<file path="src/rtl/dmem_arbiter_if.sv">
// Bundles both requester ports and the data-memory bus of dmem_arbiter.
// Latency: none, wiring only.
// Backpressure: a requester holds req with a stable command until its ack.
//
// master: the arbiter's view. It receives the requests and mem_rdata, and
//         drives the acks, the response data, the memory command and busy.
// slave : the view of the requesters and the memory model.
interface dmem_arbiter_if;
    logic        p0_req;
    logic [31:0] p0_addr;
    logic [31:0] p0_wdata;
    logic [1:0]  p0_we;
    logic [2:0]  p0_re;
    logic        p0_ack;
    logic        p0_err;
    logic [31:0] p0_rdata;

    logic        p1_req;
    logic [31:0] p1_addr;
    logic [31:0] p1_wdata;
    logic [1:0]  p1_we;
    logic [2:0]  p1_re;
    logic        p1_ack;
    logic        p1_err;
    logic [31:0] p1_rdata;

    logic [31:0] mem_addr;
    logic [31:0] mem_wdata;
    logic [1:0]  mem_we;
    logic [2:0]  mem_re;
    logic [31:0] mem_rdata;

    logic        busy;

    modport master (
        input  p0_req, p0_addr, p0_wdata, p0_we, p0_re,
        output p0_ack, p0_err, p0_rdata,
        input  p1_req, p1_addr, p1_wdata, p1_we, p1_re,
        output p1_ack, p1_err, p1_rdata,
        output mem_addr, mem_wdata, mem_we, mem_re,
        input  mem_rdata,
        output busy
    );

    modport slave (
        output p0_req, p0_addr, p0_wdata, p0_we, p0_re,
        input  p0_ack, p0_err, p0_rdata,
        output p1_req, p1_addr, p1_wdata, p1_we, p1_re,
        input  p1_ack, p1_err, p1_rdata,
        input  mem_addr, mem_wdata, mem_we, mem_re,
        output mem_rdata,
        input  busy
    );
endinterface

</file>
<file path="src/rtl/dmem_arbiter.sv">
// Round-robin two-port arbiter and sequencer in front of the byte-addressed data memory.
// Latency: a valid access acks two cycles after the grant edge; a rejected command acks one cycle after it.
// Backpressure: a losing requester holds req and is neither sampled nor acked until it is granted.
//
// Ports: clk, reset (async active-low), bus (dmem_arbiter_if.master).
// bus carries the p0/p1 req/addr/wdata/we/re, ack/err/rdata, the mem_* command and read data, and busy.
module dmem_arbiter #(
    parameter int DEPTH = 64
) (
    input  logic          clk,
    input  logic          reset,
    dmem_arbiter_if.master bus
);

    localparam logic [1:0] IDLE   = 2'd0;
    localparam logic [1:0] ACCESS = 2'd1;
    localparam logic [1:0] RESP   = 2'd2;

    logic [1:0]  state;
    logic        last_grant;
    logic        gnt_id;

    // Candidate winner, selected combinationally from the live requests in IDLE.
    logic        sel1;
    logic        any_req;
    logic [31:0] req_addr;
    logic [31:0] req_wdata;
    logic [1:0]  req_we;
    logic [2:0]  req_re;
    logic [2:0]  size;
    logic        align_ok;
    logic        range_ok;
    logic        cmd_ok;

    // On contention, the port that did not win last time gets the grant.
    assign any_req   = bus.p0_req | bus.p1_req;
    assign sel1      = bus.p1_req & (~bus.p0_req | ~last_grant);
    assign req_addr  = sel1 ? bus.p1_addr  : bus.p0_addr;
    assign req_wdata = sel1 ? bus.p1_wdata : bus.p0_wdata;
    assign req_we    = sel1 ? bus.p1_we    : bus.p0_we;
    assign req_re    = sel1 ? bus.p1_re    : bus.p0_re;

    always_comb begin
        size = 3'd0;
        if (req_we != 2'd0) begin
            case (req_we)
                2'd1:    size = 3'd1;
                2'd2:    size = 3'd2;
                2'd3:    size = 3'd4;
                default: size = 3'd0;
            endcase
        end else begin
            case (req_re)
                3'd1, 3'd4: size = 3'd1;
                3'd2, 3'd5: size = 3'd2;
                3'd3:       size = 3'd4;
                default:    size = 3'd0;
            endcase
        end
    end

    assign align_ok = !((size == 3'd2) && req_addr[0]) &&
                      !((size == 3'd4) && (req_addr[1:0] != 2'b00));
    // The sum is widened to 33 bits so an address near 2^32 cannot wrap into range.
    assign range_ok = (({1'b0, req_addr} + 33'(size)) <= 33'(DEPTH));
    assign cmd_ok   = ((req_we != 2'd0) ^ (req_re != 3'd0)) && (req_re < 3'd6) &&
                      (size != 3'd0) && align_ok && range_ok;

    assign bus.busy = (state != IDLE);

    // The mem_* registers double as the latched command. mem_we/mem_re are
    // only nonzero during ACCESS; mem_addr/mem_wdata keep their last values.
    always_ff @(posedge clk or negedge reset) begin
        if (!reset) begin
            state         <= IDLE;
            last_grant    <= 1'b1;
            gnt_id        <= 1'b0;
            bus.mem_addr  <= 32'd0;
            bus.mem_wdata <= 32'd0;
            bus.mem_we    <= 2'd0;
            bus.mem_re    <= 3'd0;
            bus.p0_ack    <= 1'b0;
            bus.p0_err    <= 1'b0;
            bus.p0_rdata  <= 32'd0;
            bus.p1_ack    <= 1'b0;
            bus.p1_err    <= 1'b0;
            bus.p1_rdata  <= 32'd0;
        end else begin
            case (state)
                IDLE: begin
                    if (any_req) begin
                        gnt_id <= sel1;
                        if (cmd_ok) begin
                            bus.mem_addr  <= req_addr;
                            bus.mem_wdata <= req_wdata;
                            bus.mem_we    <= req_we;
                            bus.mem_re    <= req_re;
                            state         <= ACCESS;
                        end else begin
                            // Rejected: skip memory entirely and respond next cycle.
                            if (sel1) begin
                                bus.p1_ack   <= 1'b1;
                                bus.p1_err   <= 1'b1;
                                bus.p1_rdata <= 32'd0;
                            end else begin
                                bus.p0_ack   <= 1'b1;
                                bus.p0_err   <= 1'b1;
                                bus.p0_rdata <= 32'd0;
                            end
                            state <= RESP;
                        end
                    end
                end
                ACCESS: begin
                    bus.mem_we <= 2'd0;
                    bus.mem_re <= 3'd0;
                    if (gnt_id) begin
                        bus.p1_ack   <= 1'b1;
                        bus.p1_err   <= 1'b0;
                        bus.p1_rdata <= (bus.mem_re != 3'd0) ? bus.mem_rdata : 32'd0;
                    end else begin
                        bus.p0_ack   <= 1'b1;
                        bus.p0_err   <= 1'b0;
                        bus.p0_rdata <= (bus.mem_re != 3'd0) ? bus.mem_rdata : 32'd0;
                    end
                    state <= RESP;
                end
                RESP: begin
                    bus.p0_ack <= 1'b0;
                    bus.p0_err <= 1'b0;
                    bus.p1_ack <= 1'b0;
                    bus.p1_err <= 1'b0;
                    last_grant <= gnt_id;
                    state      <= IDLE;
                end
                default: state <= IDLE;
            endcase
        end
    end

endmodule
</file>
<file path="src/flat_wrapper.sv">
// flat-port wrapper written by rule: the top's interface ports become plain ports
module dmem_arbiter_flat 
#(
    parameter int DEPTH = 64
)
  (clk, reset, bus_p0_req, bus_p0_addr, bus_p0_wdata, bus_p0_we, bus_p0_re, bus_p0_ack, bus_p0_err, bus_p0_rdata, bus_p1_req, bus_p1_addr, bus_p1_wdata, bus_p1_we, bus_p1_re, bus_p1_ack, bus_p1_err, bus_p1_rdata, bus_mem_addr, bus_mem_wdata, bus_mem_we, bus_mem_re, bus_mem_rdata, bus_busy);
  dmem_arbiter_if bus_i ();
  input  logic clk;
  input  logic reset;
  input wire logic [$bits(bus_i.p0_req)-1:0] bus_p0_req;
  input wire logic [$bits(bus_i.p0_addr)-1:0] bus_p0_addr;
  input wire logic [$bits(bus_i.p0_wdata)-1:0] bus_p0_wdata;
  input wire logic [$bits(bus_i.p0_we)-1:0] bus_p0_we;
  input wire logic [$bits(bus_i.p0_re)-1:0] bus_p0_re;
  output wire logic [$bits(bus_i.p0_ack)-1:0] bus_p0_ack;
  output wire logic [$bits(bus_i.p0_err)-1:0] bus_p0_err;
  output wire logic [$bits(bus_i.p0_rdata)-1:0] bus_p0_rdata;
  input wire logic [$bits(bus_i.p1_req)-1:0] bus_p1_req;
  input wire logic [$bits(bus_i.p1_addr)-1:0] bus_p1_addr;
  input wire logic [$bits(bus_i.p1_wdata)-1:0] bus_p1_wdata;
  input wire logic [$bits(bus_i.p1_we)-1:0] bus_p1_we;
  input wire logic [$bits(bus_i.p1_re)-1:0] bus_p1_re;
  output wire logic [$bits(bus_i.p1_ack)-1:0] bus_p1_ack;
  output wire logic [$bits(bus_i.p1_err)-1:0] bus_p1_err;
  output wire logic [$bits(bus_i.p1_rdata)-1:0] bus_p1_rdata;
  output wire logic [$bits(bus_i.mem_addr)-1:0] bus_mem_addr;
  output wire logic [$bits(bus_i.mem_wdata)-1:0] bus_mem_wdata;
  output wire logic [$bits(bus_i.mem_we)-1:0] bus_mem_we;
  output wire logic [$bits(bus_i.mem_re)-1:0] bus_mem_re;
  input wire logic [$bits(bus_i.mem_rdata)-1:0] bus_mem_rdata;
  output wire logic [$bits(bus_i.busy)-1:0] bus_busy;
  assign bus_i.p0_req = bus_p0_req;
  assign bus_i.p0_addr = bus_p0_addr;
  assign bus_i.p0_wdata = bus_p0_wdata;
  assign bus_i.p0_we = bus_p0_we;
  assign bus_i.p0_re = bus_p0_re;
  assign bus_p0_ack = bus_i.p0_ack;
  assign bus_p0_err = bus_i.p0_err;
  assign bus_p0_rdata = bus_i.p0_rdata;
  assign bus_i.p1_req = bus_p1_req;
  assign bus_i.p1_addr = bus_p1_addr;
  assign bus_i.p1_wdata = bus_p1_wdata;
  assign bus_i.p1_we = bus_p1_we;
  assign bus_i.p1_re = bus_p1_re;
  assign bus_p1_ack = bus_i.p1_ack;
  assign bus_p1_err = bus_i.p1_err;
  assign bus_p1_rdata = bus_i.p1_rdata;
  assign bus_mem_addr = bus_i.mem_addr;
  assign bus_mem_wdata = bus_i.mem_wdata;
  assign bus_mem_we = bus_i.mem_we;
  assign bus_mem_re = bus_i.mem_re;
  assign bus_i.mem_rdata = bus_mem_rdata;
  assign bus_busy = bus_i.busy;
  dmem_arbiter #(.DEPTH(DEPTH)) u_core (.clk(clk), .reset(reset), .bus(bus_i));
endmodule
</file>
<file path="config.mk">
export PLATFORM = sky130hd
export DESIGN_NAME = dmem_arbiter_flat
export DESIGN_NICKNAME = d
export VERILOG_FILES = /design/src/rtl/dmem_arbiter_if.sv /design/src/rtl/dmem_arbiter.sv /design/src/flat_wrapper.sv
export SDC_FILE = /design/constraint.sdc
export NUM_CORES = 1
export LEC_CHECK = 0
export ABC_AREA = 1
export CAP_MARGIN = 20
export CORE_MARGIN = 2
export CORE_UTILIZATION = 40
export CTS_CLUSTER_SIZE = 28
export DETAILED_ROUTE_END_ITERATION = 6
export PLACE_DENSITY = 0.81
export SYNTH_ARGS = -nofsm -noshare
export SYNTH_HDL_FRONTEND = slang
export SYNTH_SLANG_ARGS = --single-unit
</file>
<file path="constraint.sdc">
create_clock -name clk -period 5.4 [get_ports clk]
set_input_delay 0.54 -clock clk [delete_from_list [all_inputs] [get_ports clk]]
set_output_delay 0.54 -clock clk [all_outputs]
set_load 0.1 [all_outputs]
</file>
-- Word level (Yosys, flattened, before mapping)
Cells that the tools add are included.
- register bits: 141
- logic and storage cells: 109
- equal/unequal tests: 19
- reduce and logical (&&, ||, !) cells: 27
- muxes and demuxes: 41
- bitwise logic cells: 6
- magnitude comparators: 2
- add/subtract/negate cells: 1
- operators with widths (kind ; number):
    $mux W32 ; 11
    $pmux W32 S2 ; 2
    $add A32 B3 Y33 ; 1
    $le A33 B7 Y1 const B ; 1
    $reduce_and A5 Y1 ; 4
    $pmux W3 S3 ; 2
    $mux W3 ; 4
    $pmux W1 S3 ; 4
    $reduce_bool A3 Y1 ; 4
    $mux W1 ; 10
    $mux W2 ; 5
    $eq A3 B2 Y1 const B ; 3
    $eq A3 B3 Y1 const B ; 3
    $ne A2 B1 Y1 const B ; 4
    $pmux W2 S2 ; 2
    $reduce_bool A2 Y1 ; 4
    $logic_and A1 B1 Y1 ; 7
    $eq A2 B2 Y1 const B ; 3
    $ne A2 B2 Y1 const B ; 3
    $pmux W3 S2 ; 1
    $reduce_and A3 Y1 ; 2
    $eq A2 B1 Y1 const B ; 2
    $reduce_or A2 Y1 ; 2
    $eq A3 B1 Y1 const B ; 1
    other kinds (8) ; 11

-- Depth between registers and ports, before layout
Gate-level depths: netlist of run 1.
- depth in word-level cells: 17
- depth in mapped cells: 35

-- Worst setup path before layout of run 1
Ideal clock, no wire load.
- path kind: input to register
- start: input port bus_p0_req
- end: register u_core.bus.mem_addr[1]
- path buffers: 4
- slack: 1.283 ns
- stages: 35
- arrival time: 3.978 ns
- path through: nand2_2 -> nand2_4 -> buf_6 -> buf_2 -> nand2_1 -> nand2_1 -> inv_1 -> nor2_1 -> nand2_1 -> nand3_1 -> nand2_1 -> inv_1 -> ha_1 -> inv_1 -> fa_1 -> inv_1 -> nand2_1 -> nand2_1 -> nand2_1 -> nor2_4 -> nand2_2 -> nor2_4 -> nand2_1 -> nand2_1 -> nand2_1 -> nor2_1 -> nand2_1 -> nor2_1 -> nand2_1 -> nor2_1 -> nand3_1 -> buf_2 -> buf_2 -> nand2_1 -> o21ai_1
- longest elaborated chain between the ends: 15
- elaborated cells between the ends (all ways): 40
- classes of those cells: 1 x add/sub; 2 x order compare; 10 x eq/ne; 6 x mux; 5 x bitwise; 16 x reduce/logical
- ends and longest elaborated chain (element ; line ; RTL):
    from (decl) ; flat_wrapper.sv:10 ; input wire logic [$bits(bus_i.p0_req)-1:0] bus_p0_req;
    parallel branches: the longest is 15 deep, another holds $add A32 B3 Y33 ; -- ;
    to (signal assigned) ; dmem_arbiter.sv:94 ; bus.mem_addr <= req_addr;
    to (decl) ; dmem_arbiter_if.sv:40 ; output mem_addr, mem_wdata, mem_we, mem_re,
Several ways; the timed one is not identified.
A chain may end at the register's enable or synchronous reset.

-- Final worst setup path of run 1
- start: input port bus_p0_req
- end: register u_core.bus.p1_rdata[8]
- longest elaborated chain between the ends: 16
- elaborated cells between the ends (all ways): 43
- classes of those cells: 1 x add/sub; 2 x order compare; 13 x eq/ne; 6 x mux; 5 x bitwise; 16 x reduce/logical
- ends and longest elaborated chain (element ; line ; RTL):
    parallel branches: the longest is 15 deep, another holds $add A32 B3 Y33 ; -- ;
    $reduce_and A5 Y1 (no source line) * ; -- ;
    to (signal assigned) ; dmem_arbiter.sv:120 ; bus.p1_rdata <= (bus.mem_re != 3'd0) ? bus.mem_rdata : 32'd0;
    to (decl) ; dmem_arbiter_if.sv:39 ; output p1_ack, p1_err, p1_rdata,
Every way passes the cells marked *.

==> impl_metrics.ini, run 1 <==
[clock_network]
cts-root-buf = clkbuf_16
h-tree-depth = 4
tritoncts = done
path_clk_slew_ps = 60
numCtsBuffers = 17
clock-sinks = 141
cts_hold_buf = 0
clk_latency_ps = 410
cts_buffer_depth = 2

[pwr]
p_comb_frac = 0.280
p_clk_frac = 0.397
power.total_mw = 3.37
powerDensity_mw_per_mm2 = 267
p_sw_mw = 1.09
vdd_drop_max_uv = 192
seqPwrFrac = 0.323
p_sw_frac = 0.324
p_int_mw = 2.28
leakagePower_nw = 6.49

[sta]
slew_headroom = 0.267
slew_violations = 0
tightest_slew_ps = 1100
final.min_clock_period_ps = 4870
tns_ps = 0
clock.fmax_mhz = 205
setup_viol = 0
timing.final.ws_setup_ps = 527
period_share = 0.902
timing.final.hold_violations = 0
fin_skew_ps = 8.31
rsz0062_at_grt = no

[placement]
gp_congestion = 1.02
port-buffer-count = 311
dp_slack_ps = -100
dpl.hpwl_mm = 20.6

[floorplanning]
start_util = 0.407
chipHeight_um = 150
die_area_mm2 = 0.0226
die_w_um = 150
core_mm2 = 0.0210
rows = 53
num_io_pins = 312

[setup_path]
crit_type = in2reg
crit_start = bus_p0_req
cp_data_required_time_ps = 5750
arrival_ps = 5220
crit_path_start_kind = input port
endpoint_kind = flop
cpPeakStageDelay_ps = 430
crit_top_cell = nand2_1
path_max_fanout = 32
reg2reg_from = u_core.last_grant
critPathSlowestCell = clkdlybuf4s50_1

[final_layout]
final_cell_mix = nand2_1, clkdlybuf4s50_1, dfrtp_1, inv_1, nor2_1
diodes = 0
final_core_util = 0.601
final_common_cell = nand2_1
syn_to_final_growth_pct = 47.5
nNetsFinal = 1705
drive_gt1_frac = 0.0540

[routing]
ant_nets = 0
avgViaCountPerCell = 4.99
top_layer_used = met4
met3WireLength_mm = 1.79
wl_met1_mm = 10.9
remaining_drc_errors = 0
routed_wl_mm = 27.2
vias = 9037
drtIter0Drc = 646
routedWlPerCell_um = 15.0
drtPass1Iterations = 6
wl_met2_mm = 13.5

[synth]
synth_area_leaders = dfrtp_1, nand2_1, nand4_1, inv_1, nor2_1
yosysTopAreaCell = dfrtp_1
synth_edf_count = 0
synth_cells = 1232
synthesis.area_mm2 = 0.00856
async_reset_ff_frac = 1.00
synth-main-ff-cell = dfrtp_1
syn-mean-instance-area_um2 = 6.95
ys_seq_area_frac = 0.412
syn-num-nets = 1414
ys_types = 39
yosys_warnings = 0
synth_top_area_frac = 0.409
ys_ff_latch = 141

[job]
maxCapViolations = 0

[grt]
grt_max_degree = 94
grt_pass1_wl_mm = 43.7
grt_pass1_vias = 8713
antenna_found_initial = 0
grtUsageTotal = 0.242
grt_overflow = 0

[hold_path]
worstHoldPathType = in2async

[status]
outcome = finished, final reports clean
-- layer usage --
layer,vias to the layer above,global-route usage
li1,4513,-
met1,4101,0.294
met2,362,0.424
met3,61,0.0421
met4,0,0.0962
met5,-,0
-- cells by family after synthesis --
group | count (synthesis) | share of synthesized area
compound gates | 72 | 0.0441
xor+xnor | 4 | 0.00409
fa+ha+maj | 8 | 0.0126
buf+inv | 197 | 0.0941
flops | 141 | 0.412
mux | 32 | 0.0374
simple gates | 778 | 0.396
-- sequential cells by signal, summed over array words and instances (netlist names), 2 cells and up --
| signal | cells |
|---|---|
| u_core.bus.mem_we | 2 |
| u_core.bus.p1_rdata | 32 |
| u_core.bus.mem_wdata | 32 |
| u_core.bus.p0_rdata | 32 |
| u_core.bus.mem_addr | 32 |
| u_core.bus.mem_re | 3 |
| u_core.state | 2 |
-- Yosys cell counts, drive strengths merged (3+ instances only) --
cell      n
buf      30
nand3b   14
mux2i    32
dfrtp   140
o21ai    66
ha        7
xnor2     3
nand3    69
nand4    88
nand2   481
clkbuf   28
inv     139
nor2    119
-- stage by stage --
stage	cells	instance area, um2	hold WS [ps]
after floorplan	1232	8560	244
after global placement	1777	11900	449
after detailed placement	1778	11900	450
after CTS	1810	12600	215
after global routing	1811	12600	266
final	1811	12600	197
-- layout make-up --
type / instances / area [um2]
Timing Repair Buffer: 330 / 3280
Tap cell: 275 / 344
Multi-Input combinational cell: 894 / 4270
Fill cell: 1848 / 8390
Sequential cell: 141 / 3530
Clock buffer: 18 / 429
Clock inverter: 14 / 253
Inverter: 139 / 522
-- critical path: cells and delay by family --
family                   cells  cell delay, ps
AND/OR/NAND/NOR             23            2790
buffers and inverters        7            1280
adder cells (fa/ha/maj)      2             570
-- power by group through the flow --
stage | sequential, mW | combinational, mW | clock [mW]
3_5_place_dp | 1.11 | 0.933 | 0
6_report | 1.09 | 0.946 | 1.34
4_1_cts | 1.09 | 0.938 | 1.37
5_1_grt | 1.09 | 1.04 | 1.42
3_3_place_gp | 1.11 | 0.915 | 0
2_1_floorplan | 1.18 | 0.528 | 0
-- final timing paths --
kind                                      endpoint  cells after the start  slack (ps)
setup / recovery            u_core.bus.p1_rdata[8]                     32         530
hold / removal             u_core.bus.p1_rdata[17]                      1         200
setup reg to reg            u_core.bus.p1_rdata[8]                     31         720
hold reg to reg            u_core.bus.mem_addr[25]                      2         470
max in group asynchronous     u_core.bus.mem_we[0]                      2        4040
min in group clk           u_core.bus.mem_addr[25]                      2         470
-- repair_timing --
item                                    4_1_cts  5_1_grt
endpoints found under the setup margin        0      105
setup buffers                                 0        1
gates resized for setup                       0        5
No activity file was read; power rests on OpenSTA's default activity.
==> run 2, diff against run 1 <==
Settings changed: GPL_ROUTABILITY_DRIVEN from default to 1.
==> results of run 2 <==
Final layout, timing and power as in run 1 (identical DEF).
